[src/rtl/ps2_key_decoder_if.sv]
`default_nettype none
// ============================================================================
// Module      : ps2_key_decoder_if
// Description : PS/2 pins plus per-key status and error reporting bundle.
// Revision    : 1.0 - initial release
// ============================================================================
interface ps2_key_decoder_if #(
    parameter int NUM_KEYS = 9
);
    logic                ps2_clk;
    logic                ps2_data;
    logic [NUM_KEYS-1:0] key_down;
    logic [NUM_KEYS-1:0] key_press;
    logic [NUM_KEYS-1:0] key_release;
    logic [NUM_KEYS-1:0] key_toggle;
    logic                frame_err;
    logic [7:0]          err_count;

    modport master (
        input  ps2_clk, ps2_data,
        output key_down, key_press, key_release, key_toggle, frame_err, err_count
    );

    modport slave (
        output ps2_clk, ps2_data,
        input  key_down, key_press, key_release, key_toggle, frame_err, err_count
    );
endinterface
`default_nettype wire

[src/rtl/ps2_key_decoder.sv]
`default_nettype none
// ============================================================================
// Module      : ps2_key_decoder
// Description : PS/2 frame receiver with timeout and make/break key decoder.
// Revision    : 1.0 - initial release
// ============================================================================
module ps2_key_decoder #(
    parameter int                    SYNC_STAGES    = 3,
    parameter int                    TIMEOUT_CYCLES = 100000,
    parameter int                    NUM_KEYS       = 9,
    parameter logic [NUM_KEYS*9-1:0] KEY_CODES      = {9'h04D, 9'h03A, 9'h076, 9'h029, 9'h175,
                                                       9'h172, 9'h16B, 9'h174, 9'h05A}
) (
    input  logic                   clk,
    input  logic                   rst,
    ps2_key_decoder_if.master      bus
);
    localparam int                  c_idle_w  = $clog2(TIMEOUT_CYCLES + 1);
    localparam logic [c_idle_w-1:0] c_timeout = c_idle_w'(TIMEOUT_CYCLES);

    typedef enum logic [1:0] {IDLE, EXT, BRK, EXT_BRK} state_t;

    logic [SYNC_STAGES-1:0] sclk_q, sclk_d, sdat_q, sdat_d;
    logic                   clk_prev_q, clk_prev_d;
    logic [3:0]             bit_cnt_q, bit_cnt_d;
    logic [9:0]             shift_q, shift_d;
    logic [c_idle_w-1:0]    idle_q, idle_d;
    logic                   byte_valid_q, byte_valid_d;
    logic [7:0]             byte_q, byte_d;
    logic                   frame_err_q, frame_err_d;
    state_t                 state_q, state_d;
    logic [NUM_KEYS-1:0]    key_down_q, key_down_d;
    logic [NUM_KEYS-1:0]    key_press_q, key_press_d;
    logic [NUM_KEYS-1:0]    key_release_q, key_release_d;
    logic [NUM_KEYS-1:0]    key_toggle_q, key_toggle_d;
    logic [7:0]             err_count_q, err_count_d;

    logic                   w_sclk, w_sdat, w_fall;
    logic [10:0]            w_frame;
    logic                   w_make, w_brk, w_ext;

    assign w_sclk  = sclk_q[SYNC_STAGES-1];
    assign w_sdat  = sdat_q[SYNC_STAGES-1];
    assign w_fall  = clk_prev_q & ~w_sclk;
    assign w_frame = {w_sdat, shift_q};

    // Receiver: frame assembly, validation and stalled-frame timeout
    always_comb begin
        sclk_d       = {sclk_q[SYNC_STAGES-2:0], bus.ps2_clk};
        sdat_d       = {sdat_q[SYNC_STAGES-2:0], bus.ps2_data};
        clk_prev_d   = w_sclk;
        bit_cnt_d    = bit_cnt_q;
        shift_d      = shift_q;
        idle_d       = idle_q;
        byte_valid_d = 1'b0;
        byte_d       = byte_q;
        frame_err_d  = 1'b0;
        if (w_fall) begin
            idle_d  = '0;
            shift_d = {w_sdat, shift_q[9:1]};
            if (bit_cnt_q == 4'd10) begin
                bit_cnt_d = 4'd0;
                if (!w_frame[0] && (^w_frame[9:1]) && w_frame[10]) begin
                    byte_valid_d = 1'b1;
                    byte_d       = w_frame[8:1];
                end else begin
                    frame_err_d  = 1'b1;
                end
            end else begin
                bit_cnt_d = bit_cnt_q + 4'd1;
            end
        end else if (bit_cnt_q != 4'd0) begin
            if (idle_q == c_timeout) begin
                bit_cnt_d   = 4'd0;
                idle_d      = '0;
                frame_err_d = 1'b1;
            end else begin
                idle_d = idle_q + 1'b1;
            end
        end else begin
            idle_d = '0;
        end
    end

    always_comb begin
        state_d = state_q;
        w_make  = 1'b0;
        w_brk   = 1'b0;
        w_ext   = 1'b0;
        if (frame_err_q) begin
            state_d = IDLE;
        end else if (byte_valid_q) begin
            case (state_q)
                IDLE: begin
                    if (byte_q == 8'hE0)      state_d = EXT;
                    else if (byte_q == 8'hF0) state_d = BRK;
                    else                      w_make  = 1'b1;
                end
                EXT: begin
                    if (byte_q == 8'hE0) begin
                        state_d = EXT;
                    end else if (byte_q == 8'hF0) begin
                        state_d = EXT_BRK;
                    end else begin
                        w_make  = 1'b1;
                        w_ext   = 1'b1;
                        state_d = IDLE;
                    end
                end
                BRK: begin
                    w_brk   = 1'b1;
                    state_d = IDLE;
                end
                default: begin
                    w_brk   = 1'b1;
                    w_ext   = 1'b1;
                    state_d = IDLE;
                end
            endcase
        end
    end

    // Every matching table entry reacts; repeats and stray breaks are ignored
    always_comb begin
        key_down_d    = key_down_q;
        key_press_d   = '0;
        key_release_d = '0;
        key_toggle_d  = key_toggle_q;
        for (int i = 0; i < NUM_KEYS; i++) begin
            if ({w_ext, byte_q} == KEY_CODES[9*i +: 9]) begin
                if (w_make && !key_down_q[i]) begin
                    key_down_d[i]   = 1'b1;
                    key_press_d[i]  = 1'b1;
                    key_toggle_d[i] = ~key_toggle_q[i];
                end
                if (w_brk && key_down_q[i]) begin
                    key_down_d[i]    = 1'b0;
                    key_release_d[i] = 1'b1;
                end
            end
        end
        err_count_d = err_count_q;
        if (frame_err_q && (err_count_q != 8'hFF)) begin
            err_count_d = err_count_q + 8'd1;
        end
    end

    always_ff @(posedge clk) begin
        if (rst) begin
            sclk_q        <= '1;
            sdat_q        <= '1;
            clk_prev_q    <= 1'b1;
            bit_cnt_q     <= 4'd0;
            shift_q       <= '0;
            idle_q        <= '0;
            byte_valid_q  <= 1'b0;
            byte_q        <= 8'd0;
            frame_err_q   <= 1'b0;
            state_q       <= IDLE;
            key_down_q    <= '0;
            key_press_q   <= '0;
            key_release_q <= '0;
            key_toggle_q  <= '0;
            err_count_q   <= 8'd0;
        end else begin
            sclk_q        <= sclk_d;
            sdat_q        <= sdat_d;
            clk_prev_q    <= clk_prev_d;
            bit_cnt_q     <= bit_cnt_d;
            shift_q       <= shift_d;
            idle_q        <= idle_d;
            byte_valid_q  <= byte_valid_d;
            byte_q        <= byte_d;
            frame_err_q   <= frame_err_d;
            state_q       <= state_d;
            key_down_q    <= key_down_d;
            key_press_q   <= key_press_d;
            key_release_q <= key_release_d;
            key_toggle_q  <= key_toggle_d;
            err_count_q   <= err_count_d;
        end
    end

    assign bus.key_down    = key_down_q;
    assign bus.key_press   = key_press_q;
    assign bus.key_release = key_release_q;
    assign bus.key_toggle  = key_toggle_q;
    assign bus.frame_err   = frame_err_q;
    assign bus.err_count   = err_count_q;
endmodule
`default_nettype wire

[src/flat_wrapper.sv]
// flat-port wrapper written by rule: the top's interface ports become plain ports
module ps2_key_decoder_flat 
#(
    parameter int                    SYNC_STAGES    = 3,
    parameter int                    TIMEOUT_CYCLES = 100000,
    parameter int                    NUM_KEYS       = 9,
    parameter logic [NUM_KEYS*9-1:0] KEY_CODES      = {9'h04D, 9'h03A, 9'h076, 9'h029, 9'h175,
                                                       9'h172, 9'h16B, 9'h174, 9'h05A}
)
  (clk, rst, bus_ps2_clk, bus_ps2_data, bus_key_down, bus_key_press, bus_key_release, bus_key_toggle, bus_frame_err, bus_err_count);
  ps2_key_decoder_if #(.NUM_KEYS(NUM_KEYS)) bus_i ();
  input  logic clk;
  input  logic rst;
  input wire logic [$bits(bus_i.ps2_clk)-1:0] bus_ps2_clk;
  input wire logic [$bits(bus_i.ps2_data)-1:0] bus_ps2_data;
  output wire logic [$bits(bus_i.key_down)-1:0] bus_key_down;
  output wire logic [$bits(bus_i.key_press)-1:0] bus_key_press;
  output wire logic [$bits(bus_i.key_release)-1:0] bus_key_release;
  output wire logic [$bits(bus_i.key_toggle)-1:0] bus_key_toggle;
  output wire logic [$bits(bus_i.frame_err)-1:0] bus_frame_err;
  output wire logic [$bits(bus_i.err_count)-1:0] bus_err_count;
  assign bus_i.ps2_clk = bus_ps2_clk;
  assign bus_i.ps2_data = bus_ps2_data;
  assign bus_key_down = bus_i.key_down;
  assign bus_key_press = bus_i.key_press;
  assign bus_key_release = bus_i.key_release;
  assign bus_key_toggle = bus_i.key_toggle;
  assign bus_frame_err = bus_i.frame_err;
  assign bus_err_count = bus_i.err_count;
  ps2_key_decoder #(.SYNC_STAGES(SYNC_STAGES), .TIMEOUT_CYCLES(TIMEOUT_CYCLES), .NUM_KEYS(NUM_KEYS), .KEY_CODES(KEY_CODES)) u_core (.clk(clk), .rst(rst), .bus(bus_i));
endmodule
[config.mk]
export PLATFORM = sky130hd
export DESIGN_NAME = ps2_key_decoder_flat
export DESIGN_NICKNAME = d
export VERILOG_FILES = /design/src/rtl/ps2_key_decoder_if.sv /design/src/rtl/ps2_key_decoder.sv /design/src/flat_wrapper.sv
export SDC_FILE = /design/constraint.sdc
export NUM_CORES = 1
export LEC_CHECK = 0
export BUFFER_PORTS_ARGS = -buffer_cell sky130_fd_sc_hd__buf_2
export CAP_MARGIN = 20
export CORE_AREA = 2 2 110 86
export CTS_CLUSTER_SIZE = 40
export DETAILED_ROUTE_END_ITERATION = 8
export DIE_AREA = 0 0 112 88
export PLACE_DENSITY_LB_ADDON = 0.12
export SLEW_MARGIN = 25
export SYNTH_ARGS = -nofsm -noshare
export SYNTH_HDL_FRONTEND = slang
export SYNTH_SLANG_ARGS = --single-unit
[constraint.sdc]
create_clock -name clk -period 3.2 [get_ports clk]
set_clock_uncertainty 0.1 [all_clocks]
set_input_delay 0.64 -clock clk [delete_from_list [all_inputs] [get_ports clk]]
set_output_delay 0.64 -clock clk [all_outputs]
set_load 0.1 [all_outputs]
==> out/results.txt, run 1 <==
Rel. slew slack: 57.0%
Htree depth: 3
Dpl ws: 1.04 ns
Crit. End Element: output pin
Min-delay worst type: reg2reg
Crit path time final: 2.17 ns
Largest net degree at the start of global routing: 58
Max Root-Sink Buffers: 2
Clock Latency Late Sink: 0.34 ns
Placer Congestion: 0.787
CTS tree: built
Core area: 8780 um2
Largest stage delay, worst path: 0.58 ns
Share of the synthesized area in the top cell type: 45.9%
Initial antenna violation count: 0
CP Cell Sequence: buf_2
Via count: 3,276
Final worst slack: 1.03 ns
Vias per inst: 5.45
Cell leakage power: 1.77 nW
Final nets: 495
Leading post-synthesis cells by cell area: dfxtp_1 (46%), a21oi_1 (4.6%), nand2_1 (3.9%), or2b_2 (2.8%), nor2_1 (2.6%)
Initial DRC Count: 154
Synthesis-stage register bit count: 94
CP top delay family: flip-flops
Share of layout cells above drive strength 1: 21.1%
Grt ovf: 0
Port Buf Inserts: 48
Drt first pass iters: 5
Async S/R FF share, synth: 0%
Setup crit start kind: flop
Yosys top cell by area: dfxtp_1
Max Cap Violations: 0
Unique masters post-synth: 55
Clock-pin transition on the worst setup and hold timing paths: 0.06 ns
Slew @ Worst Pin: 0.637 ns
Total GRT Usage: 17.1%
Clk sinks: 94
Crit-path max FO: 11
TritonCTS Buffers: 9
Period utilisation layout: 67.7%
WS Path Type: reg2out
Mean Syn Cell Area: 9.28 um2
Fmax: 0.462 GHz
Status: complete, no violations
Crit path required time: 2.46 ns
Final Max Slew Viols: 0
# IOs: 49
Crit path DAT: 1.43 ns
# resized after CTS: 0
Syn_nets: 452
R2r setup slk: 1.19 ns
Syn Std Cell Area: 4100 um2
Top_reg_cell synth: dfxtp_1
Worst path bufs/invs: 1
Number of global-route vias before repair: 2,919
Number of synthesized flops with an enable pin: 0
Initial Util: 46.7%
Synth warnings: 0
Pwr/cell area: 508 nW/um2
Final Hold Fails: 0
Layout area overhead: 16.1%
Final setup fails: 0
Die area: 9860 um2
Drt total wl: 8200 um
Max VDD drop: 379 uV
Cells after Synth: 442
FP Rows: 30
Post-CTS Setup Bufs: 0
CTS Hold Bufs: 0
DR DRC count: 0
Chip height: 88 um
Antenna viol nets, final: 0
N_diodes: 0
Sequential-to-total area share from yosys stat: 45.9%
TNS Setup: 0 ns
Avg WL per Cell: 13.6 um
DP Wirelength: 5570 um
Root Driver: clkbuf_16
Slowest CP cell: dfxtp_1
RSZ-0062 raised after global routing: false
Die width: 112 um
First-pass GRT wire length: 13,600 um
[power breakdown]
part / internal [W] / switching [W]
Sequential: 0.00117 / 0.00000332
Clock: 0.000779 / 0.000427
Combinational: 0.0000107 / 0.0000277
Total: 0.00196 / 0.000458
[metrics by stage]
step	cell area, um2	util [%]	power (W)	cells	hold WS (ns)
2_1_floorplan	4100	-	0.00123	442	0.289
3_3_place_gp	4430	50.4	0.00124	586	0.297
3_5_place_dp	4430	50.4	0.00124	586	0.295
4_1_cts	4760	54.2	0.00245	601	0.310
5_1_grt	4760	54.2	0.00249	601	0.314
6_report	4760	54.2	0.00242	601	0.308
[layout by cell type (no fill, tap or decap), types with 10 or more instances in the layout]
cell     instances
or4_1           12
nor2_1          28
nor4_1          11
dfxtp_1         94
o31ai_1         12
o21ai_0         14
inv_1           11
nand2_1         43
or3_1           12
a21oi_1         38
or2_2           11
xnor2_1         10
or2b_2          13
buf_2           48
nand3_1         11
[state kept, by name, summed over array words and instances (netlist names), 4 cells and up]
signal                  cells
u_core.bit_cnt_q            4
u_core.bus.err_count        8
u_core.bus.key_down         9
u_core.bus.key_press        9
u_core.bus.key_release      9
u_core.bus.key_toggle       9
u_core.byte_q               8
u_core.idle_q              17
u_core.shift_q             10
[per-layer routing]
metal | GRT usage, % | routed length (um)
met3 | 5.05 | 406
met5 | 0 | 0
met4 | 6.65 | 82
met2 | 26.8 | 3530
met1 | 22.5 | 4180
[logic make-up (layout without fill, tap and decap cells)]
group | count (synthesis) | after routing | share of synthesized area (%)
and+or+nand+nor | 202 | 202 | 29.8
muxes | 10 | 10 | 2.74
AOI/OAI and AO/OA | 79 | 79 | 11.4
xor gates and xnor gates | 21 | 21 | 5.21
buffers and inverters | 30 | 77 | 3.08
DFF | 94 | 94 | 45.9
adders and majority gates | 6 | 6 | 1.83
[cell type report]
class / count / area [um2]
clock buffer: 11 / 243
clock inverter: 4 / 95.1
fill: 809 / 4020
inverter: 11 / 41.3
multi-input combinational: 318 / 2100
sequential: 94 / 1880
tap: 112 / 140
timing repair buffer: 51 / 263
[path summary, 6_finish.rpt]
kind,start,end,depth (start not counted)
min reg2reg,u_core.sclk_q[0],u_core.sclk_q[1],1
max reg2reg,u_core.idle_q[0],u_core.idle_q[3],6
min,u_core.sclk_q[0],u_core.sclk_q[1],1
max,u_core.bus.frame_err,bus_frame_err,1
[Yosys cell counts, types with 10 or more instances]
cell type and instances:
or4_1 12, or2_2 11, a21oi_1 38, or2b_2 13, clkbuf_1 12, nor2_1 28
o31ai_1 13, inv_1 11, nor4_1 11, nand3_1 11, o21ai_0 14, xnor2_1 10
dfxtp_1 94, or3_1 12, nand2_1 43
Power figures use the tool's default switching activity.
==> run 2, diff against run 1 <==
clock period = 1.9 ns   (was 3.2 ns; I/O delays follow)
==> out/results.txt, run 2 (synthesized netlist as in run 1, its figures left out) <==
Crit-path max FO: 8 (was 11)
Antenna viol nets, final: 0 (unchanged)
Largest net degree at the start of global routing: 31 (was 58)
CTS tree: built (unchanged)
Crit path required time: 1.42 ns (was 2.46 ns)
Share of layout cells above drive strength 1: 27.4% (was 21.1%)
Initial Util: 46.7% (unchanged)
DR WL met3: 387 um (was 406 um)
Cell leakage power: 1.87 nW (was 1.77 nW)
Root Driver: clkbuf_16 (unchanged)
Core area: 8780 um2 (unchanged)
Final nets: 514 (was 495)
Met2 wirelength from detailed routing: 3680 um (was 3530 um)
FF-to-FF Start: u_core.idle_q[3] (was u_core.idle_q[0])
FP Rows: 30 (unchanged)
Layout area overhead: 21.4% (was 16.1%)
Slew @ Worst Pin: 0.543 ns (was 0.637 ns)
Drt total wl: 8530 um (was 8200 um)
Area of the multi-input gates: 2140 um2 (was 2100 um2)
# IOs: 49 (unchanged)
Final Max Slew Viols: 0 (unchanged)
RSZ-0062 raised after global routing: false (unchanged)
Pwr/cell area: 784 nW/um2 (was 508 nW/um2)
Die width: 112 um (unchanged)
Fmax: 0.555 GHz
Rel. slew slack: 63.4% (was 57.0%)
R2R Path End: u_core.idle_q[16] (was u_core.idle_q[3])
Vias per inst: 5.41 (was 5.45)
Most flops, register: u_core.idle_q (unchanged)
Period utilisation layout: 94.9%
TritonCTS Buffers: 9 (unchanged)
Max Cap Violations: 0 (unchanged)
WS Path Type: reg2out (unchanged)
Crit path DAT: 1.32 ns (was 1.43 ns)
Port Buf Inserts: 48 (unchanged)
Avg WL per Cell: 13.8 um (was 13.6 um)
Number of global-route vias before repair: 2,933 (was 2,919)
Final setup fails: 0 (unchanged)
Hold Path Sink: u_core.sdat_q[0] (was u_core.sclk_q[1])
Clk sinks: 94 (unchanged)
Top Registers: u_core.idle_q: 17 flops, u_core.shift_q: 10 flops (unchanged)
Grt ovf: 0 (unchanged)
DP Wirelength: 5900 um (was 5570 um)
Crit. End Element: output pin (unchanged)
Setup crit start kind: flop (unchanged)
Slowest CP cell: buf_2 (was dfxtp_1)
Cells on worst reg2reg path: 4 (was 6)
First-pass GRT wire length: 14,400 um (was 13,600 um)
R2r setup slk: 0.11 ns (was 1.19 ns)
Die area: 9860 um2 (unchanged)
Largest register FFs: 17 (unchanged)
Met1 Wirelength: 4410 um (was 4180 um)
Hold path depth: 2 (was 1)
Initial antenna violation count: 0 (unchanged)
Largest stage delay, worst path: 0.45 ns (was 0.58 ns)
Drt first pass iters: 4 (was 5)
HP Start: bus_ps2_data (was u_core.sclk_q[0])
Max VDD drop: 475 uV (was 379 uV)
Htree depth: 3 (unchanged)
Total GRT Usage: 18.2% (was 17.1%)
Max Root-Sink Buffers: 2 (unchanged)
Placer Congestion: 0.853 (was 0.787)
Crit path time final: 1.80 ns
Final Hold Fails: 0 (unchanged)
CP Cell Sequence: buf_4 -> buf_2 (was buf_2)
Highest metal used: met4 (unchanged)
Fillers: 815 (was 809)
Initial DRC Count: 172 (was 154)
Chip height: 88 um (unchanged)
Flip-flop and latch area: 1910 um2 (was 1880 um2)
N_diodes: 0 (unchanged)
Status: complete, no violations (unchanged)
Clock Latency Late Sink: 0.34 ns (about the same)
DR DRC count: 0 (unchanged)
Post-CTS Setup Bufs: 0 (unchanged)
Layout Cells excl Fill: 620 (was 601)
Cells after DPL: 605 (was 586)
TNS Setup: 0 ns (unchanged)
Clock-pin transition on the worst setup and hold timing paths: 0.06 ns (about the same)
Min-delay worst type: in2reg (was reg2reg)
Commonest non-fill, non-tap cell in the layout: dfxtp_1 (unchanged)
Most frequent cells in the layout: dfxtp_1 (81), buf_2 (48), nand2_1 (43), a21oi_1 (38), nor2_1 (28) (was dfxtp_1 (94), buf_2 (48), nand2_1 (43), a21oi_1 (38), nor2_1 (28))
Via count: 3,354 (was 3,276)
## run 2: repair_timing
| item | in CTS | in global routing |
|---|---|---|
| setup endpoints to repair | 1 | 7 |
| cloned | 0 | 0 |
| hold buffers | 0 | 0 |
| pin swaps | 0 | 2 |
| gates resized for setup | 2 | 10 |
## run 2: critical path, delay by kind of cell (launching register included)
| kind | cells | cell delay [ns] |
|---|---|---|
| buf+inv | 2 | 0.60 |
| flops | 1 | 0.37 |
## run 2: through the flow
step	utilization (%)	hold WS, ns	instance area, um2	power [W]	setup WS, ns
floorplan	-	0.289	4130	0.00207	-0.0284
global placement	52.7	0.299	4630	0.00209	0.0416
detailed placement	52.7	0.297	4630	0.00210	-0.0177
CTS	56.4	0.109	4950	0.00395	0.0570
global route	56.7	0.112	4980	0.00405	0.00204
finish	56.7	0.120	4980	0.00390	0.0967
## run 2: area by class of cell
class,instances,area share (%)
Inverter,11,0.829
Clock inverter,2,0.779
Tap cell,112,2.81
Sequential cell,94,38.3
Multi-Input combinational cell,318,42.9
Timing Repair Buffer,70,8.89
Clock buffer,13,5.45
## run 2: worst max path at each step
stage,slack (ns),depth (start not counted),endpoint,startpoint
after floorplan,-0.03,6,u_core.bus.key_toggle[0],u_core.bus.frame_err
after global placement,0.04,6,u_core.bus.frame_err,u_core.idle_q[0]
after detailed placement,-0.02,6,u_core.bus.frame_err,u_core.idle_q[0]
after CTS,0.06,6,u_core.bus.frame_err,u_core.idle_q[0]
after global routing,0.002,5,u_core.bus.key_down[5],u_core.byte_q[3]
final,0.1,2,bus_frame_err,u_core.bus.frame_err
## run 2: power by group
part | switching (W) | leakage, nW | internal, W
sequential | 0.00000519 | 0.766 | 0.00197
clock | 0.000721 | 0.151 | 0.00113
combinational | 0.0000499 | 0.951 | 0.0000248
total | 0.000776 | 1.87 | 0.00313
## run 2: layer usage
metal | track usage [%] | up-vias
met2 | 27.2 | 75
met3 | 5.67 | 4
li1 | - | 1707
met4 | 4.99 | 0
met1 | 25.6 | 1568
met5 | 0 | -
==> run 3, diff against run 2 <==
CORE_AREA = 3 3 111 87   (was 2 2 110 86)
DIE_AREA = 0 0 114 90   (was 0 0 112 88)
==> out/results.txt, run 3 (synthesized netlist as in run 1, its figures left out) <==
Crit-path max FO: 20 (was 8)
Clk sinks: 94 (unchanged)
FP Rows: 29 (was 30)
Top Registers: u_core.idle_q: 17 flops, u_core.shift_q: 10 flops (unchanged)
First-pass GRT wire length: 14,400 um (about the same)
Largest stage delay, worst path: 0.48 ns (was 0.45 ns)
Final nets: 516 (was 514)
Antenna viol nets, final: 0 (unchanged)
Final Hold Fails: 0 (unchanged)
Cells on worst reg2reg path: 5 (was 4)
Status: complete, no violations (unchanged)
Total power: 0.00364 W (was 0.00390 W)
Final setup fails: 0 (unchanged)
Flip-flop and latch area: 1910 um2 (about the same)
DR DRC count: 0 (unchanged)
# IOs: 49 (unchanged)
DP Wirelength: 6040 um (was 5900 um)
Via count: 3,377 (was 3,354)
Hold path depth: 2 (unchanged)
Vias per inst: 5.46 (was 5.41)
Clock-pin transition on the worst setup and hold timing paths: 0.06 ns (about the same)
Most frequent cells in the layout: dfxtp_1 (83), buf_2 (48), nand2_1 (42), a21oi_1 (38), nor2_1 (28) (was dfxtp_1 (81), buf_2 (48), nand2_1 (43), a21oi_1 (38), nor2_1 (28))
Root Driver: clkbuf_16 (unchanged)
Most flops, register: u_core.idle_q (unchanged)
RSZ-0062 raised after global routing: true (was false)
Die area: 10,300 um2 (was 9860 um2)
Grt ovf: 0 (unchanged)
CP top delay family: simple AND/OR/NAND/NOR gates (was buffers and inverters)
Crit path DAT: 1.97 ns (was 1.32 ns)
Clock Latency Late Sink: 0.33 ns (was 0.34 ns)
Avg WL per Cell: 13.8 um (about the same)
Die width: 114 um (was 112 um)
Dpl ws: 0.0556 ns (was -0.0177 ns)
Period utilisation layout: 95.1% (was 94.9%)
CP Cell Sequence: nor3b_4 -> o31ai_2 -> buf_4 -> or4_1 -> a21oi_1 (was buf_4 -> buf_2)
Htree depth: 3 (unchanged)
Drt first pass iters: 5 (was 4)
Pwr/cell area: 744 nW/um2 (was 784 nW/um2)
Crit path required time: 2.07 ns (was 1.42 ns)
Port Buf Inserts: 48 (unchanged)
Initial Util: 48.3% (was 46.7%)
Slowest CP cell: or4_1 (was buf_2)
Crit path time final: 1.81 ns (was 1.80 ns)
Setup crit start kind: flop (unchanged)
Fmax: 0.553 GHz (was 0.555 GHz)
Share of layout cells above drive strength 1: 27.3% (was 27.4%)
Placer Congestion: 0.847 (was 0.853)
Initial DRC Count: 204 (was 172)
Initial antenna violation count: 0 (unchanged)
Fillers: 783 (was 815)
Slew @ Worst Pin: 0.524 ns (was 0.543 ns)
N_diodes: 0 (unchanged)
Drt total wl: 8530 um (about the same)
Chip height: 90 um (was 88 um)
Final Core Density: 57.7% (was 56.7%)
Largest net degree at the start of global routing: 42 (was 31)
Area of the multi-input gates: 2120 um2 (was 2140 um2)
Max Root-Sink Buffers: 2 (unchanged)
Stages on worst setup path: 5 (was 2)
Worst path bufs/invs: 1 (was 2)
Rel. slew slack: 64.7% (was 63.4%)
Hold slack: 0.123 ns (was 0.120 ns)
Final worst slack: 0.0927 ns (was 0.0967 ns)
TritonCTS Buffers: 9 (unchanged)
Max Cap Violations: 0 (unchanged)
Max VDD drop: 560 uV (was 475 uV)
Min-delay worst type: in2reg (unchanged)
Total GRT Usage: 16.9% (was 18.2%)
Core area: 8490 um2 (was 8780 um2)
CTS tree: built (unchanged)
Crit. End Element: flop (was output pin)
Final Max Slew Viols: 0 (unchanged)
Commonest non-fill, non-tap cell in the layout: dfxtp_1 (unchanged)
WS Path Type: reg2reg (was reg2out)
Layout area overhead: 19.3% (was 21.4%)
Largest register FFs: 17 (unchanged)
Cell leakage power: 1.85 nW (was 1.87 nW)
Number of global-route vias before repair: 2,980 (was 2,933)
run 3: cell count changes in the layout (fill, tap and decap cells not counted), moves of 2 or more:
cell / delta
buf_12: -2
buf_4: +4
clkinv_2: +2
dfxtp_1: +2
dfxtp_2: -2
inv_4: +2
run 3: where the power goes:
part,internal (W),switching (W)
registers,0.00197,0.00000548
clock network,0.000877,0.000715
logic,0.0000232,0.0000494
total,0.00287,0.000770
run 3: area by class of cell:
class	count	area share, %
Clock inverter	4	0.460
Inverter	11	0.843
Multi-Input combinational cell	318	43.4
Tap cell	108	2.76
Sequential cell	94	39.0
Clock buffer	11	4.75
Timing Repair Buffer	72	8.84
run 3: final timing paths:
path                       startpoint                       end  slack [ns]
hold / removal           bus_ps2_data          u_core.sdat_q[0]        0.12
hold reg to reg      u_core.sclk_q[1]          u_core.sclk_q[2]        0.31
setup / recovery  u_core.byte_valid_q  u_core.bus.key_toggle[3]        0.09
setup reg to reg  u_core.byte_valid_q  u_core.bus.key_toggle[3]        0.09
run 3: per-stage QoR:
step,setup TNS (ns),area [um2],std cells
2_1_floorplan,-0.0284,4130,442
3_3_place_gp,0,4600,602
3_5_place_dp,0,4600,602
4_1_cts,0,4850,617
5_1_grt,-0.0580,4900,618
6_report,0,4900,618
run 3: repair_timing:
action | in CTS | in global routing
endpoints found under the setup margin | 0 | 30
gates resized for setup | 0 | 8
hold buffers | 0 | 0
buffers inserted | 0 | 1
run 3: routing by layer:
| layer | routed length [um] | global-route usage, % | vias up | part of all wire (%) |
|---|---|---|---|---|
| met5 | 0 | 0 | - | 0 |
| met4 | 101 | 5.34 | 0 | 1.2 |
| met3 | 421 | 4.70 | 9 | 4.9 |
| met2 | 3540 | 23.8 | 73 | 41 |
| met1 | 4470 | 25.0 | 1574 | 52 |
| li1 | - | - | 1721 | - |
